File: config.mk
export PLATFORM = sky130hd
export DESIGN_NAME = tram_arbiter
export DESIGN_NICKNAME = d
export VERILOG_FILES = /design/src/rtl/tram_arb_pkg.sv /design/src/rtl/tram_arbiter_rr_grant.sv /design/src/rtl/tram_arbiter.sv
export SDC_FILE = /design/constraint.sdc
export NUM_CORES = 1
export LEC_CHECK = 0
export BUFFER_PORTS_ARGS = -buffer_cell sky130_fd_sc_hd__buf_2
export CAP_MARGIN = 0
export CORE_MARGIN = 8
export CORE_UTILIZATION = 37
export DETAILED_ROUTE_END_ITERATION = 7
export GPL_TIMING_DRIVEN = 0
export PLACE_DENSITY_LB_ADDON = 0.15
export SYNTH_ARGS = -nofsm -noshare
export SYNTH_HDL_FRONTEND = slang
export SYNTH_HIERARCHICAL = 1
export SYNTH_SLANG_ARGS = --single-unit
export TNS_END_PERCENT = 5
File: constraint.sdc
create_clock -name clk -period 2.64 [get_ports clk]
set_clock_uncertainty 0.15 [all_clocks]
set_input_delay 0.264 -clock clk [delete_from_list [all_inputs] [get_ports clk]]
set_output_delay 0.264 -clock clk [all_outputs]
set_load 0.01 [all_outputs]
File: src/rtl/tram_arb_pkg.sv
// Shared constants and helpers for the tram_arbiter RAM arbiter.
package tram_arb_pkg;

    localparam int TRAM_DW_DEF   = 16;
    localparam int TRAM_AW_DEF   = 4;
    localparam int TRAM_NREQ_DEF = 3;

    // Width of the priority pointer; never narrower than one bit.
    function automatic int ptr_width(input int n);
        return (n > 1) ? $clog2(n) : 1;
    endfunction

endpackage

File: src/rtl/tram_arbiter_rr_grant.sv
// rr_grant: scans requesters from ptr_i upward with wrap-around and returns
// the first valid one as a one-hot grant plus its index.
module rr_grant #(
    parameter int N  = 3,
    parameter int PW = 2
) (
    input  logic [N-1:0]  valid_i,
    input  logic [PW-1:0] ptr_i,
    output logic [N-1:0]  grant_o,
    output logic [PW-1:0] idx_o,
    output logic          any_o
);

    always_comb begin
        int   j;
        logic found;
        grant_o = '0;
        idx_o   = '0;
        any_o   = 1'b0;
        found   = 1'b0;
        j       = 0;
        for (int k = 0; k < N; k++) begin
            j = int'(ptr_i) + k;
            if (j >= N) begin
                j = j - N;
            end
            if (!found && valid_i[j]) begin
                found      = 1'b1;
                grant_o[j] = 1'b1;
                idx_o      = PW'(j);
            end
        end
        any_o = found;
    end

endmodule

File: src/rtl/tram_arbiter.sv
// tram_arbiter: NREQ requesters share one single-port RAM, one access per cycle.
// Define TRAM_ARB_RR_EN for round-robin; otherwise fixed priority (index 0 highest).
module tram_arbiter
    import tram_arb_pkg::*;
#(
    parameter int DW   = TRAM_DW_DEF,
    parameter int AW   = TRAM_AW_DEF,
    parameter int NREQ = TRAM_NREQ_DEF
) (
    input  logic               clk,
    input  logic               sys_rst_n,
    input  logic [NREQ-1:0]    req_valid,
    output logic [NREQ-1:0]    req_ready,
    input  logic [NREQ-1:0]    req_we,
    input  logic [NREQ*AW-1:0] req_addr,
    input  logic [NREQ*DW-1:0] req_din,
    output logic [NREQ-1:0]    rsp_valid,
    output logic [DW-1:0]      rsp_dout,
    output logic               ram_en,
    output logic               ram_we,
    output logic [AW-1:0]      ram_addr,
    output logic [DW-1:0]      ram_din,
    input  logic [DW-1:0]      ram_dout
);

    localparam int PW = ptr_width(NREQ);

    logic [NREQ-1:0] valid_gated;
    logic [NREQ-1:0] grant;
    logic [PW-1:0]   gidx;
    logic            gany;
    logic [PW-1:0]   ptr_q, ptr_d;
    logic [NREQ-1:0] tag_q, tag_d;

    // Gating by reset keeps the RAM port quiet while reset is held.
    assign valid_gated = sys_rst_n ? req_valid : '0;

    rr_grant #(
        .N  (NREQ),
        .PW (PW)
    ) u_rr_grant (
        .valid_i (valid_gated),
        .ptr_i   (ptr_q),
        .grant_o (grant),
        .idx_o   (gidx),
        .any_o   (gany)
    );

    assign req_ready = grant;

    always_comb begin
        ram_en   = 1'b0;
        ram_we   = 1'b0;
        ram_addr = '0;
        ram_din  = '0;
        tag_d    = '0;
        ptr_d    = ptr_q;
        if (gany) begin
            ram_en   = 1'b1;
            ram_we   = req_we[gidx];
            ram_addr = req_addr[gidx*AW +: AW];
            ram_din  = req_din[gidx*DW +: DW];
            if (!req_we[gidx]) begin
                tag_d = grant;
            end
        end
`ifdef TRAM_ARB_RR_EN
        if (gany) begin
            ptr_d = (int'(gidx) == NREQ - 1) ? '0 : gidx + PW'(1);
        end
`else
        ptr_d = '0;
`endif
    end

    always_ff @(posedge clk or negedge sys_rst_n) begin
        if (!sys_rst_n) begin
            ptr_q <= '0;
            tag_q <= '0;
        end else begin
            ptr_q <= ptr_d;
            tag_q <= tag_d;
        end
    end

    // The tag marks which requester owns the RAM read data arriving this cycle.
    assign rsp_valid = tag_q;
    assign rsp_dout  = (|tag_q) ? ram_dout : '0;

endmodule

# Word level (Yosys, flattened, before mapping)
# Index checks and enable logic that the tools add are counted.
# op_classes
magnitude_cmp	1
shift	2
mux	18
n_reduce_logical	5
# op_table
operator	count
$shiftx 48x7->16	1
$mux 16	2
$mux 3	4
$shiftx 12x5->4	1
$mux 1	8
$mux 2	2
$mux 4	1
$lt 2x3->1 const B	1
$reduce_or 3->1	1
$bmux 1 s2	1
$logic_and 1x1->1	2
$logic_not 1->1	2
# word_totals
reg_bits	3
inputBits	84
out_inout_bits	44
wordCells	27

# Depth between registers and ports, before layout
# Gate-level depths: netlist (run 1).
# logic_depth
ltp_word	12
mapped_depth	12
depth_no_buf	9

# Modules after synthesis
# The synthesis (run 1) kept the hierarchy.
# by_module_without_submodules
mod	n_inst	cells_per_inst	area_each_um2	seq_area_each_um2
tram_arbiter	1	126	965.9	75.1
rr_grant	1	52	381.6	0.0

# Worst setup path before layout (run 1)
# OpenSTA, ideal clock, no wires.
# synth_timing
path_type	input to output
from	input req_valid[1]
to	output ram_addr[0]
arrival_time_ns	1.804
required_ns	2.226
path_slack_ns	0.422
stages	8
path_buffers	1
cell_sequence	and2_1 nand2b_1 o32a_1 a21oi_1 buf_2 nand3b_1 o21ai_1 and2_1
# synth_via
elab_chain_len	8
elab_cells_between_ends	10
classes_between	shift: 1; mux: 6; reduce/logical: 3
# synth_lines
item	line	source
from (decl)	tram_arbiter.sv:12	input logic [NREQ-1:0] req_valid,
$mux 3 *	tram_arbiter.sv:36	assign valid_gated = sys_rst_n ? req_valid : '0;
$logic_and 1x1->1 *	tram_arbiter_rr_grant.sv:27	if (!found && valid_i[j]) begin
$mux 1	tram_arbiter_rr_grant.sv:27	
$logic_not 1->1	tram_arbiter_rr_grant.sv:27	
$logic_and 1x1->1	tram_arbiter_rr_grant.sv:27	
$mux 2 *	tram_arbiter_rr_grant.sv:27	
via gidx[0]	tram_arbiter.sv:30	logic [PW-1:0] gidx;
$shiftx 12x5->4 *	tram_arbiter.sv:61	ram_addr = req_addr[gidx*AW +: AW];
$mux 4 *	tram_arbiter.sv:58	if (gany) begin
to (decl)	tram_arbiter.sv:21	output logic [AW-1:0] ram_addr,
# Mark *: on every way through the listed nets, which the timed path passes. The rest lies on a longest branch.

# Worst setup path after layout (run 1)
# layout_timing
from	input sys_rst_n
to	output ram_addr[0]
# layout_via
elab_chain_len	10
elab_cells_between_ends	12
classes_between	shift: 1; mux: 7; reduce/logical: 4
# layout_lines
item	line	source
from (decl)	tram_arbiter.sv:11	input logic sys_rst_n,
$mux 3 *	tram_arbiter.sv:36	
via valid_gated[0]	tram_arbiter.sv:28	logic [NREQ-1:0] valid_gated;
$mux 1 *	tram_arbiter_rr_grant.sv:27	
$logic_not 1->1	tram_arbiter_rr_grant.sv:27	
$logic_and 1x1->1	tram_arbiter_rr_grant.sv:27	
$mux 1 *	tram_arbiter_rr_grant.sv:27	
$logic_not 1->1 *	tram_arbiter_rr_grant.sv:27	
$logic_and 1x1->1 *	tram_arbiter_rr_grant.sv:27	
$mux 2 *	tram_arbiter_rr_grant.sv:27	
via gidx[1]	tram_arbiter.sv:30	
$shiftx 12x5->4 *	tram_arbiter.sv:61	
$mux 4 *	tram_arbiter.sv:58	
# Marked as above.

==> results.sh, run 1 <==
export IMPL_run_status="finished clean"
export IMPL_synth_most_common_cell="sky130_fd_sc_hd__and2_1"
export IMPL_final_max_slew_viol_count=0
export IMPL_grt_overflow_total=0
export IMPL_grt_pass1_vias=1613
export IMPL_portBuffers=127
export IMPL_critPathTopFamily="multiplexers"
export IMPL_highest_clock_frequency_the_design_can_meet_ghz=0.402
export IMPL_dp_final_hpwl_mm=4.32
export IMPL_synth_edf_count=0
export IMPL_worstSetupStartpointType="input pin"
export IMPL_syn_cell_area_um2=1350
export IMPL_row_count=22
export IMPL_insertedDiodeCount=0
export IMPL_clock_tree_htree_level_count=1
export IMPL_setup_violations=0
export IMPL_avgRoutedWirePerCell_um=13.7
export IMPL_detailedRoute_firstIterationViolations=30
export IMPL_area_growth_synth_to_final_pct=57.0
export IMPL_timing_critical_path_slowest_cell_delay_ns=0.22
export IMPL_cts_path_max_buffers=2
export IMPL_ios=128
export IMPL_synth_seq_area_share_pct=5.57
export IMPL_groute_usage_overall_pct=16.2
export IMPL_ys_top_cells_by_count="24 x sky130_fd_sc_hd__and2_1, 22 x sky130_fd_sc_hd__mux2i_1, 21 x sky130_fd_sc_hd__nand3b_1"
export IMPL_critPathCaptureType="output port"
export IMPL_grt_first_pass_wirelength_mm=8.04
export IMPL_synthesis_instances=178
export IMPL_worstHoldStart="req_we[1]"
export IMPL_die_w_um=76.4
export IMPL_final_min_period_over_clock_period_pct=94.1
export IMPL_worst_path_buf_inv=4
export IMPL_p_total_w=0.000589
export IMPL_min_delay_worst_endpoint="rsp_valid[0]"
export IMPL_postPlaceCellArea_um2=2060
export IMPL_route_detailed_vias_per_inst=4.69
export IMPL_route_final_wire_length_mm=4.98
export IMPL_synth_cell_type_count=39
export IMPL_synth_largest_area_cell="sky130_fd_sc_hd__mux2i_1"
export IMPL_ir_drop_v=0.000112
export IMPL_avgSynthCellArea_um2=7.57
export IMPL_fin_ws_ns=0.155
export IMPL_static_leakage_power_nw=1.06
export IMPL_num_cts_buffers=3
export IMPL_cpMaxStageDelayCell="sky130_fd_sc_hd__and2_2"
export IMPL_post_place_ws_ns=-0.123
export IMPL_worst_ep_required_time_ns=2.23
export IMPL_drt_pre_antenna_iters=4
export IMPL_final_stage_net_count=404
export IMPL_data_arrival_time_of_the_critical_path_ns=2.07
export IMPL_floorplan_die_area_um2=5830
export IMPL_initial_cell_density_of_the_core_pct=37.7
export IMPL_postLayoutCoreUtil_pct=59.1
export IMPL_design_area_um2=2120
export IMPL_gp_routability_congestion=0.839
export IMPL_worstSetupPathType="input pin to output port"
export IMPL_timing_max_cap_violations=0
export IMPL_detail_route_drc_violations=0
export IMPL_cts_tree="yes"
export IMPL_pin_count_of_the_biggest_net_entering_global_routing=11
export IMPL_post_synth_top_flop="sky130_fd_sc_hd__dfrtp_1"
export IMPL_fp_dieH_um=76.4
export IMPL_vias_post_dr=1701
export IMPL_synth_async_reset_ratio_pct=100
export IMPL_grt_antenna_before_repair=0
export IMPL_final_antenna_net_count=0
export IMPL_power_density_cell_area_nw_per_um2=279
export IMPL_worstPathCellList="buf_2 -> and2_2 -> mux2i_4 -> mux2i_4 -> mux2i_1 -> nor2_1 -> buf_6 -> buf_12 -> mux2i_1 -> o21ai_1 -> and2_1 -> buf_2"
export IMPL_post_synth_main_area_contributors="sky130_fd_sc_hd__mux2i_1 16%, sky130_fd_sc_hd__nand3b_1 12%, sky130_fd_sc_hd__and2_1 11%"
export IMPL_yosysWarningCount=6
export IMPL_rsz0062_at_grt="no"
export IMPL_post_synth_top_area_fraction_pct=16.3
export IMPL_design_core_area_um2=3580
export IMPL_clock_sink_count=3
export IMPL_cts_root_buffer_cell="sky130_fd_sc_hd__clkbuf_4"
export IMPL_holdCritPathClass="input pin to flop"
export IMPL_report_final_hold_viol_count=0
export IMPL_count_of_state_elements_after_synthesis=3
export IMPL_layout_drive_gt1_share_pct=48.6
export IMPL_clk_pin_slew_ns=0.03
export IMPL_final_period_minus_worst_setup_slack_ns=2.49
export IMPL_hold_path_depth=4
export IMPL_crit_path_max_fanout=10
export IMPL_largest_register_ff_count=3
[metrics by stage]
stage	hold slack, ns	TNS (ns)	std cells
floorplan	-0.182	0	183
global placement	-0.0750	-2.43	358
detailed placement	-0.0695	-2.11	358
CTS	0.224	0	363
global route	0.255	0	363
finish	0.230	0	363
[metal layers]
metal / track usage, % / up-vias / share of wire (%)
met5: 0 / - / 0
met4: 4.04 / 0 / 0.44
met3: 2.24 / 2 / 4.3
met2: 31.3 / 49 / 55
met1: 17.8 / 758 / 41
li1: - / 892 / -
[cell type report]
type	count	area [um2]
repair buffers	128	646
flip-flops and latches	3	75.1
inverters	5	18.8
clock buffers	4	26.3
plain buffers	15	155
multi-input cells	160	1130
fillers	366	1460
well taps	48	60.1
[how the worst max path moves through the flow]
stage	from	slack [ns]	end	cells past startpoint
4_1_cts	sys_rst_n	0.13	ram_addr[0]	12
2_1_floorplan	req_valid[1]	0.42	ram_addr[0]	8
3_3_place_gp	sys_rst_n	-0.14	ram_addr[0]	10
3_5_place_dp	sys_rst_n	-0.12	ram_din[8]	10
6_report	sys_rst_n	0.15	ram_addr[0]	12
5_1_grt	sys_rst_n	0.005	ram_din[7]	12
[report_power, final]
group	switching [W]	internal, W	total, W
sequential	0.00000243	0.0000487	0.0000511
combinational	0.000227	0.000234	0.000461
clock	0.0000211	0.0000564	0.0000775
[layout by cell type (no fill, tap or decap), types with 4 or more instances in the layout]
cell / n
sky130_fd_sc_hd__o21ai_1: 20
sky130_fd_sc_hd__nor2_1: 8
sky130_fd_sc_hd__nor2b_1: 17
sky130_fd_sc_hd__nand2_1: 6
sky130_fd_sc_hd__ha_1: 4
sky130_fd_sc_hd__a21oi_1: 6
sky130_fd_sc_hd__nand3b_1: 21
sky130_fd_sc_hd__clkbuf_4: 4
sky130_fd_sc_hd__mux2i_1: 22
sky130_fd_sc_hd__conb_1: 6
sky130_fd_sc_hd__and2_1: 22
sky130_fd_sc_hd__buf_2: 132
sky130_fd_sc_hd__inv_1: 5
[what timing repair did]
action,4_1_cts,5_1_grt
hold buffers,1,0
endpoints found under the setup margin,20,11
hold endpoints to repair,3,0
pin swaps,0,0
buffers inserted,0,0
resized for setup,2,4
[logic make-up after synthesis]
| logic type | after synthesis | synth area share, % |
|---|---|---|
| flops | 3 | 5.57 |
| fa+ha+maj | 4 | 3.71 |
| other cells | 1 | 0.278 |
| compound gates | 40 | 18.0 |
| buf+inv | 20 | 12.6 |
| mux | 24 | 19.7 |
| simple gates | 86 | 40.1 |
(Power assumes the default switching activity.)
==> run 2, diff against run 1 <==
Settings changed: CTS_CLUSTER_DIAMETER set to 50, PLACE_DENSITY set to 0.83, PLACE_DENSITY_LB_ADDON 0.15 to unset.
==> run 2 against run 1 <==
Against the previous run:
- sequential cell count stayed put
- die area unchanged
- power rose by 0.87%
- core utilization fell by 0.070 points
- global-route usage decreased by 0.097 points
- combinational power barely moved
- critical path depth is the same
- worst setup slack improved by 0.0065 ns
- critical path type unchanged
- critical endpoint is now ram_din[14]
==> results.sh, run 2 (synthesized netlist as in run 1, its figures left out) <==
export IMPL_die_w_um=76.4
export IMPL_row_count=22
export IMPL_clk_pin_slew_ns=0.04
export IMPL_insertedDiodeCount=0
export IMPL_worst_path_buf_inv=4
export IMPL_worst_ep_required_time_ns=2.23
export IMPL_final_period_minus_worst_setup_slack_ns=2.48
export IMPL_critPathTopFamily="multiplexers"
export IMPL_route_final_wire_length_mm=4.89
export IMPL_avgRoutedWirePerCell_um=13.5
export IMPL_largest_register_ff_count=3
export IMPL_ios=128
export IMPL_globalRouteMet2Util_pct=30.8
export IMPL_critPathCaptureType="output port"
export IMPL_initial_cell_density_of_the_core_pct=37.7
export IMPL_run_status="finished clean"
export IMPL_global_route_usage_met3_pct=3.66
export IMPL_postCtsSetupBuffers=0
export IMPL_grt_antenna_before_repair=0
export IMPL_detailedRoute_firstIterationViolations=36
export IMPL_grt_met1_usage_pct=16.6
export IMPL_floorplan_die_area_um2=5830
export IMPL_data_arrival_time_of_the_critical_path_ns=2.06
export IMPL_num_cts_buffers=3
export IMPL_fp_dieH_um=76.4
export IMPL_mostFrequentLayoutCell="sky130_fd_sc_hd__buf_2"
export IMPL_grt_pass1_vias=1726
export IMPL_min_delay_worst_endpoint="rsp_valid[0]"
export IMPL_groute_usage_overall_pct=16.1
export IMPL_grt_overflow_total=0
export IMPL_holdCritPathClass="input pin to flop"
export IMPL_report_final_hold_viol_count=0
export IMPL_setup_violations=0
export IMPL_ir_drop_v=0.000103
export IMPL_worstSetupPathType="input pin to output port"
export IMPL_drt_pre_antenna_iters=4
export IMPL_portBuffers=127
export IMPL_gp_routability_congestion=0.833
export IMPL_p_total_w=0.000594
export IMPL_dp_final_hpwl_mm=4.14
export IMPL_power_density_cell_area_nw_per_um2=281
export IMPL_post_place_ws_ns=-0.199
export IMPL_hold_path_depth=4
export IMPL_highest_clock_frequency_the_design_can_meet_ghz=0.403
export IMPL_cpMaxStageDelayCell="sky130_fd_sc_hd__and2_2"
export IMPL_area_growth_synth_to_final_pct=56.8
export IMPL_postLayoutCoreUtil_pct=59.1
export IMPL_layoutNonFillerInstCount=363
export IMPL_final_min_period_over_clock_period_pct=93.9
export IMPL_clock_tree_htree_level_count=1
export IMPL_grt_most_used_layer="met2"
export IMPL_worstPathCellList="buf_2 -> and2_2 -> mux2i_4 -> mux2i_4 -> mux2i_1 -> nor2_1 -> buf_6 -> buf_12 -> mux2i_1 -> o21ai_1 -> and2_1 -> buf_2"
export IMPL_grt_first_pass_wirelength_mm=8.12
export IMPL_crit_path_max_fanout=10
export IMPL_detail_route_drc_violations=0
export IMPL_vias_post_dr=1771
export IMPL_pin_count_of_the_biggest_net_entering_global_routing=11
export IMPL_timing_max_cap_violations=0
export IMPL_placed_cells=358
export IMPL_timing_critical_path_from="sys_rst_n"
export IMPL_static_leakage_power_nw=1.06
export IMPL_cts_tree="yes"
export IMPL_layout_drive_gt1_share_pct=48.6
export IMPL_route_detailed_vias_per_inst=4.88
export IMPL_fin_worst_hold_slack_ns=0.217
export IMPL_worstSetupStartpointType="input pin"
export IMPL_worstHoldStart="req_we[1]"
export IMPL_timing_critical_path_slowest_cell_delay_ns=0.22
export IMPL_rsz0062_at_grt="no"
export IMPL_final_stage_net_count=404
export IMPL_cts_root_buffer_cell="sky130_fd_sc_hd__clkbuf_4"
export IMPL_most_common_layout_cells="134 x sky130_fd_sc_hd__buf_2, 22 x sky130_fd_sc_hd__mux2i_1, 22 x sky130_fd_sc_hd__and2_1"
export IMPL_fin_ws_ns=0.162
export IMPL_final_antenna_net_count=0
export IMPL_cts_path_max_buffers=2
export IMPL_clock_sink_count=3
export IMPL_final_max_slew_viol_count=0
export IMPL_design_core_area_um2=3580
==> run 2: worst max-delay path by stage <==
stage,to,slack [ns],cells after the start
after floorplan,ram_addr[0],0.42,8
after global placement,ram_addr[0],-0.14,10
after detailed placement,ram_din[14],-0.20,10
after CTS,ram_addr[0],0.12,12
after global routing,ram_din[2],0.02,12
final,ram_din[14],0.16,12
==> run 2: layer usage <==
layer | part of all wire [%] | vias up
met5 | 0 | -
met4 | 1.1 | 0
met3 | 6.0 | 4
met2 | 53 | 67
met1 | 40 | 810
li1 | - | 890
==> run 2: repair_timing <==
action | 4_1_cts | 5_1_grt
endpoints found under the setup margin | 20 | 18
pin swaps | 0 | 0
hold buffers | 1 | 0
endpoints found under the hold margin | 3 | 0
gates resized for setup | 3 | 2
==> run 2: report_power, final <==
part	leakage, nW	total (W)	internal (W)	switching [W]
sequential	0.0414	0.0000511	0.0000486	0.00000248
clock	0.0150	0.0000835	0.0000568	0.0000266
combinational	1.01	0.000460	0.000233	0.000227
total	1.06	0.000594	0.000339	0.000256
==> run 2: per-stage QoR <==
step / setup TNS (ns) / instance area (um2)
floorplan: 0 / 1370
global placement: -2.18 / 2060
detailed placement: -3.55 / 2060
CTS: 0 / 2100
global route: 0 / 2110
finish: 0 / 2110
==> run 2: cell type report <==
| cell class | count | area [um2] |
|---|---|---|
| plain buffers | 15 | 153 |
| fillers | 382 | 1470 |
| flip-flops and latches | 3 | 75.1 |
| inverters | 5 | 18.8 |
| clock buffers | 4 | 26.3 |
| repair buffers | 128 | 646 |
| multi-input cells | 160 | 1130 |
| well taps | 48 | 60.1 |
==> run 3, diff against run 2 <==
Settings changed: CORE_UTILIZATION 37 to 28, PLACE_DENSITY 0.83 to 0.84, SYNTH_HIERARCHICAL 1 to unset.
==> run 3 against run 2 <==
Against the previous run:
- first-iteration DRC count increased by 83%
- clock-buffer cell count unchanged
- sequential cell count unchanged
- area after synthesis decreased by 44%
- global-route usage increased by 0.10 points
- synthesized cell count decreased by 34%
- cell area decreased by 31%
- routed wire length decreased by 19%
- critical path depth decreased by 5
- non-clock buffer count decreased by 4
- largest power group unchanged
==> results.sh, run 3 <==
export IMPL_synth_most_common_cell="sky130_fd_sc_hd__nand2_1"
export IMPL_synth_seq_area_share_pct=9.92
export IMPL_synth_cell_type_count=23
export IMPL_most_common_layout_cells="132 x sky130_fd_sc_hd__buf_2, 24 x sky130_fd_sc_hd__nand2_1, 17 x sky130_fd_sc_hd__nor2b_1"
export IMPL_slew_margin_rel_pct=75.0
export IMPL_largest_register_ff_count=3
export IMPL_worst_slew_pin_slew_ns=0.373
export IMPL_grt_overflow_total=0
export IMPL_cts_path_max_buffers=2
export IMPL_static_leakage_power_nw=0.913
export IMPL_highest_clock_frequency_the_design_can_meet_ghz=0.442
export IMPL_crit_path_max_fanout=10
export IMPL_ir_drop_v=0.000175
export IMPL_clock_tree_htree_level_count=1
export IMPL_route_final_wire_length_mm=3.96
export IMPL_ios=128
export IMPL_detail_route_drc_violations=0
export IMPL_report_final_hold_viol_count=0
export IMPL_clk_pin_slew_ns=0.04
export IMPL_power_density_cell_area_nw_per_um2=226
export IMPL_route_detailed_vias_per_inst=4.72
export IMPL_post_cts_resized=0
export IMPL_setup_violations=0
export IMPL_initial_cell_density_of_the_core_pct=28.4
export IMPL_synth_edf_count=0
export IMPL_cts_tree="yes"
export IMPL_yosysWarningCount=0
export IMPL_worstSetupStartpointType="input pin"
export IMPL_timing_max_cap_violations=0
export IMPL_area_growth_synth_to_final_pct=93.9
export IMPL_dp_final_hpwl_mm=3.39
export IMPL_drt_pre_antenna_iters=4
export IMPL_grt_first_pass_wirelength_mm=5.82
export IMPL_floorplan_die_area_um2=4620
export IMPL_final_max_slew_viol_count=0
export IMPL_die_w_um=68.0
export IMPL_final_min_period_over_clock_period_pct=85.7
export IMPL_post_synth_top_flop="sky130_fd_sc_hd__dfrtp_1"
export IMPL_critPathCaptureType="output port"
export IMPL_postCtsSetupBuffers=0
export IMPL_insertedDiodeCount=0
export IMPL_run_status="finished clean"
export IMPL_groute_usage_overall_pct=16.2
export IMPL_pin_count_of_the_biggest_net_entering_global_routing=11
export IMPL_worst_ep_required_time_ns=2.23
export IMPL_syn_cell_area_um2=757
export IMPL_final_period_minus_worst_setup_slack_ns=2.26
export IMPL_mappedNetlistNets=202
export IMPL_fp_dieH_um=68.0
export IMPL_synth_async_reset_ratio_pct=100
export IMPL_final_antenna_net_count=0
export IMPL_holdCritPathClass="input pin to flop"
export IMPL_gp_routability_congestion=0.744
export IMPL_synth_largest_area_cell="sky130_fd_sc_hd__nor2b_1"
export IMPL_portBuffers=127
export IMPL_num_cts_buffers=3
export IMPL_final_stage_net_count=335
export IMPL_mostFrequentLayoutCell="sky130_fd_sc_hd__buf_2"
export IMPL_cts_root_buffer_cell="sky130_fd_sc_hd__clkbuf_4"
export IMPL_synthesis_instances=118
export IMPL_row_count=19
export IMPL_avgRoutedWirePerCell_um=14.1
export IMPL_totalNegativeSetupSlack_ns=0
export IMPL_avgSynthCellArea_um2=6.42
export IMPL_layout_drive_gt1_share_pct=57.6
export IMPL_rsz0062_at_grt="no"
export IMPL_grt_pass1_vias=1311
export IMPL_clock_sink_count=3
export IMPL_post_synth_top_area_fraction_pct=14.0
export IMPL_data_arrival_time_of_the_critical_path_ns=1.85
export IMPL_design_core_area_um2=2660
export IMPL_detailedRoute_firstIterationViolations=66
export IMPL_grt_antenna_before_repair=0
export IMPL_count_of_state_elements_after_synthesis=3
export IMPL_worstSetupPathType="input pin to output port"
export IMPL_vias_post_dr=1326
export IMPL_ys_top_cells_by_count="24 x sky130_fd_sc_hd__nand2_1, 17 x sky130_fd_sc_hd__nor2b_1, 12 x sky130_fd_sc_hd__and2_1"
export IMPL_postLayoutCoreUtil_pct=55.1
export IMPL_post_synth_main_area_contributors="sky130_fd_sc_hd__nor2b_1 14%, sky130_fd_sc_hd__a221o_1 12%, sky130_fd_sc_hd__nand2_1 12%"
==> run 3: worst max-delay path, cell delays in order <==
cell and delay (ns):
sky130_fd_sc_hd__dlygate4sd3_1 0.52, sky130_fd_sc_hd__buf_2 0.20, sky130_fd_sc_hd__buf_2 0.21, sky130_fd_sc_hd__buf_2 0.21, sky130_fd_sc_hd__o21ai_0 0.11, sky130_fd_sc_hd__a31oi_1 0.16
sky130_fd_sc_hd__buf_2 0.16
==> run 3: final cells by class <==
type / count / area [um2]
flip-flops and latches: 3 / 75.1
inverters: 3 / 11.3
fillers: 283 / 1190
well taps: 31 / 38.8
multi-input cells: 101 / 603
clock buffers: 4 / 26.3
plain buffers: 11 / 67.6
repair buffers: 128 / 646
==> run 3: repair_timing <==
action,CTS,global route
endpoints found under the setup margin,0,0
hold buffers,1,0
endpoints found under the hold margin,3,0
==> run 3: layer usage <==
layer	track usage [%]	routed length, um
met5	0	0
met4	6.39	36
met2	30.0	1890
met1	15.2	1400
met3	7.36	638
==> run 3: worst paths after layout <==
path                       slack (ns)           end      start  depth (start not counted)
max                              0.38   ram_din[12]  sys_rst_n                          7
min                              0.05  rsp_valid[2]  req_we[2]                          2
max in group asynchronous        1.92  rsp_valid[2]  sys_rst_n                          2
min in group asynchronous        0.25  rsp_valid[0]  sys_rst_n                          2
==> run 3: logic make-up after synthesis <==
logic type / share of synthesized area [%]
and+or+nand+nor: 48.9
AOI/OAI and AO/OA: 30.7
buffers and inverters: 10.4
DFF: 9.92
==> run 3: power by group <==
part           total [W]  leakage (nW)  switching [W]  internal (W)
combinational   0.000203         0.857      0.0000948      0.000108
sequential     0.0000483        0.0410    0.000000751     0.0000475
clock          0.0000798        0.0150      0.0000232     0.0000566
==> run 3: per-stage QoR <==
step	cells	setup WS, ns	cell area, um2	hold slack [ns]	power, W
after global routing	281	0.253	1470	0.0471	0.000361
after global placement	276	0.936	1430	-0.0496	0.000249
final	281	0.378	1470	0.0451	0.000331
after detailed placement	276	0.904	1430	-0.0417	0.000254
after CTS	281	0.358	1470	0.0349	0.000340
after floorplan	118	1.17	757	-0.182	0.000144
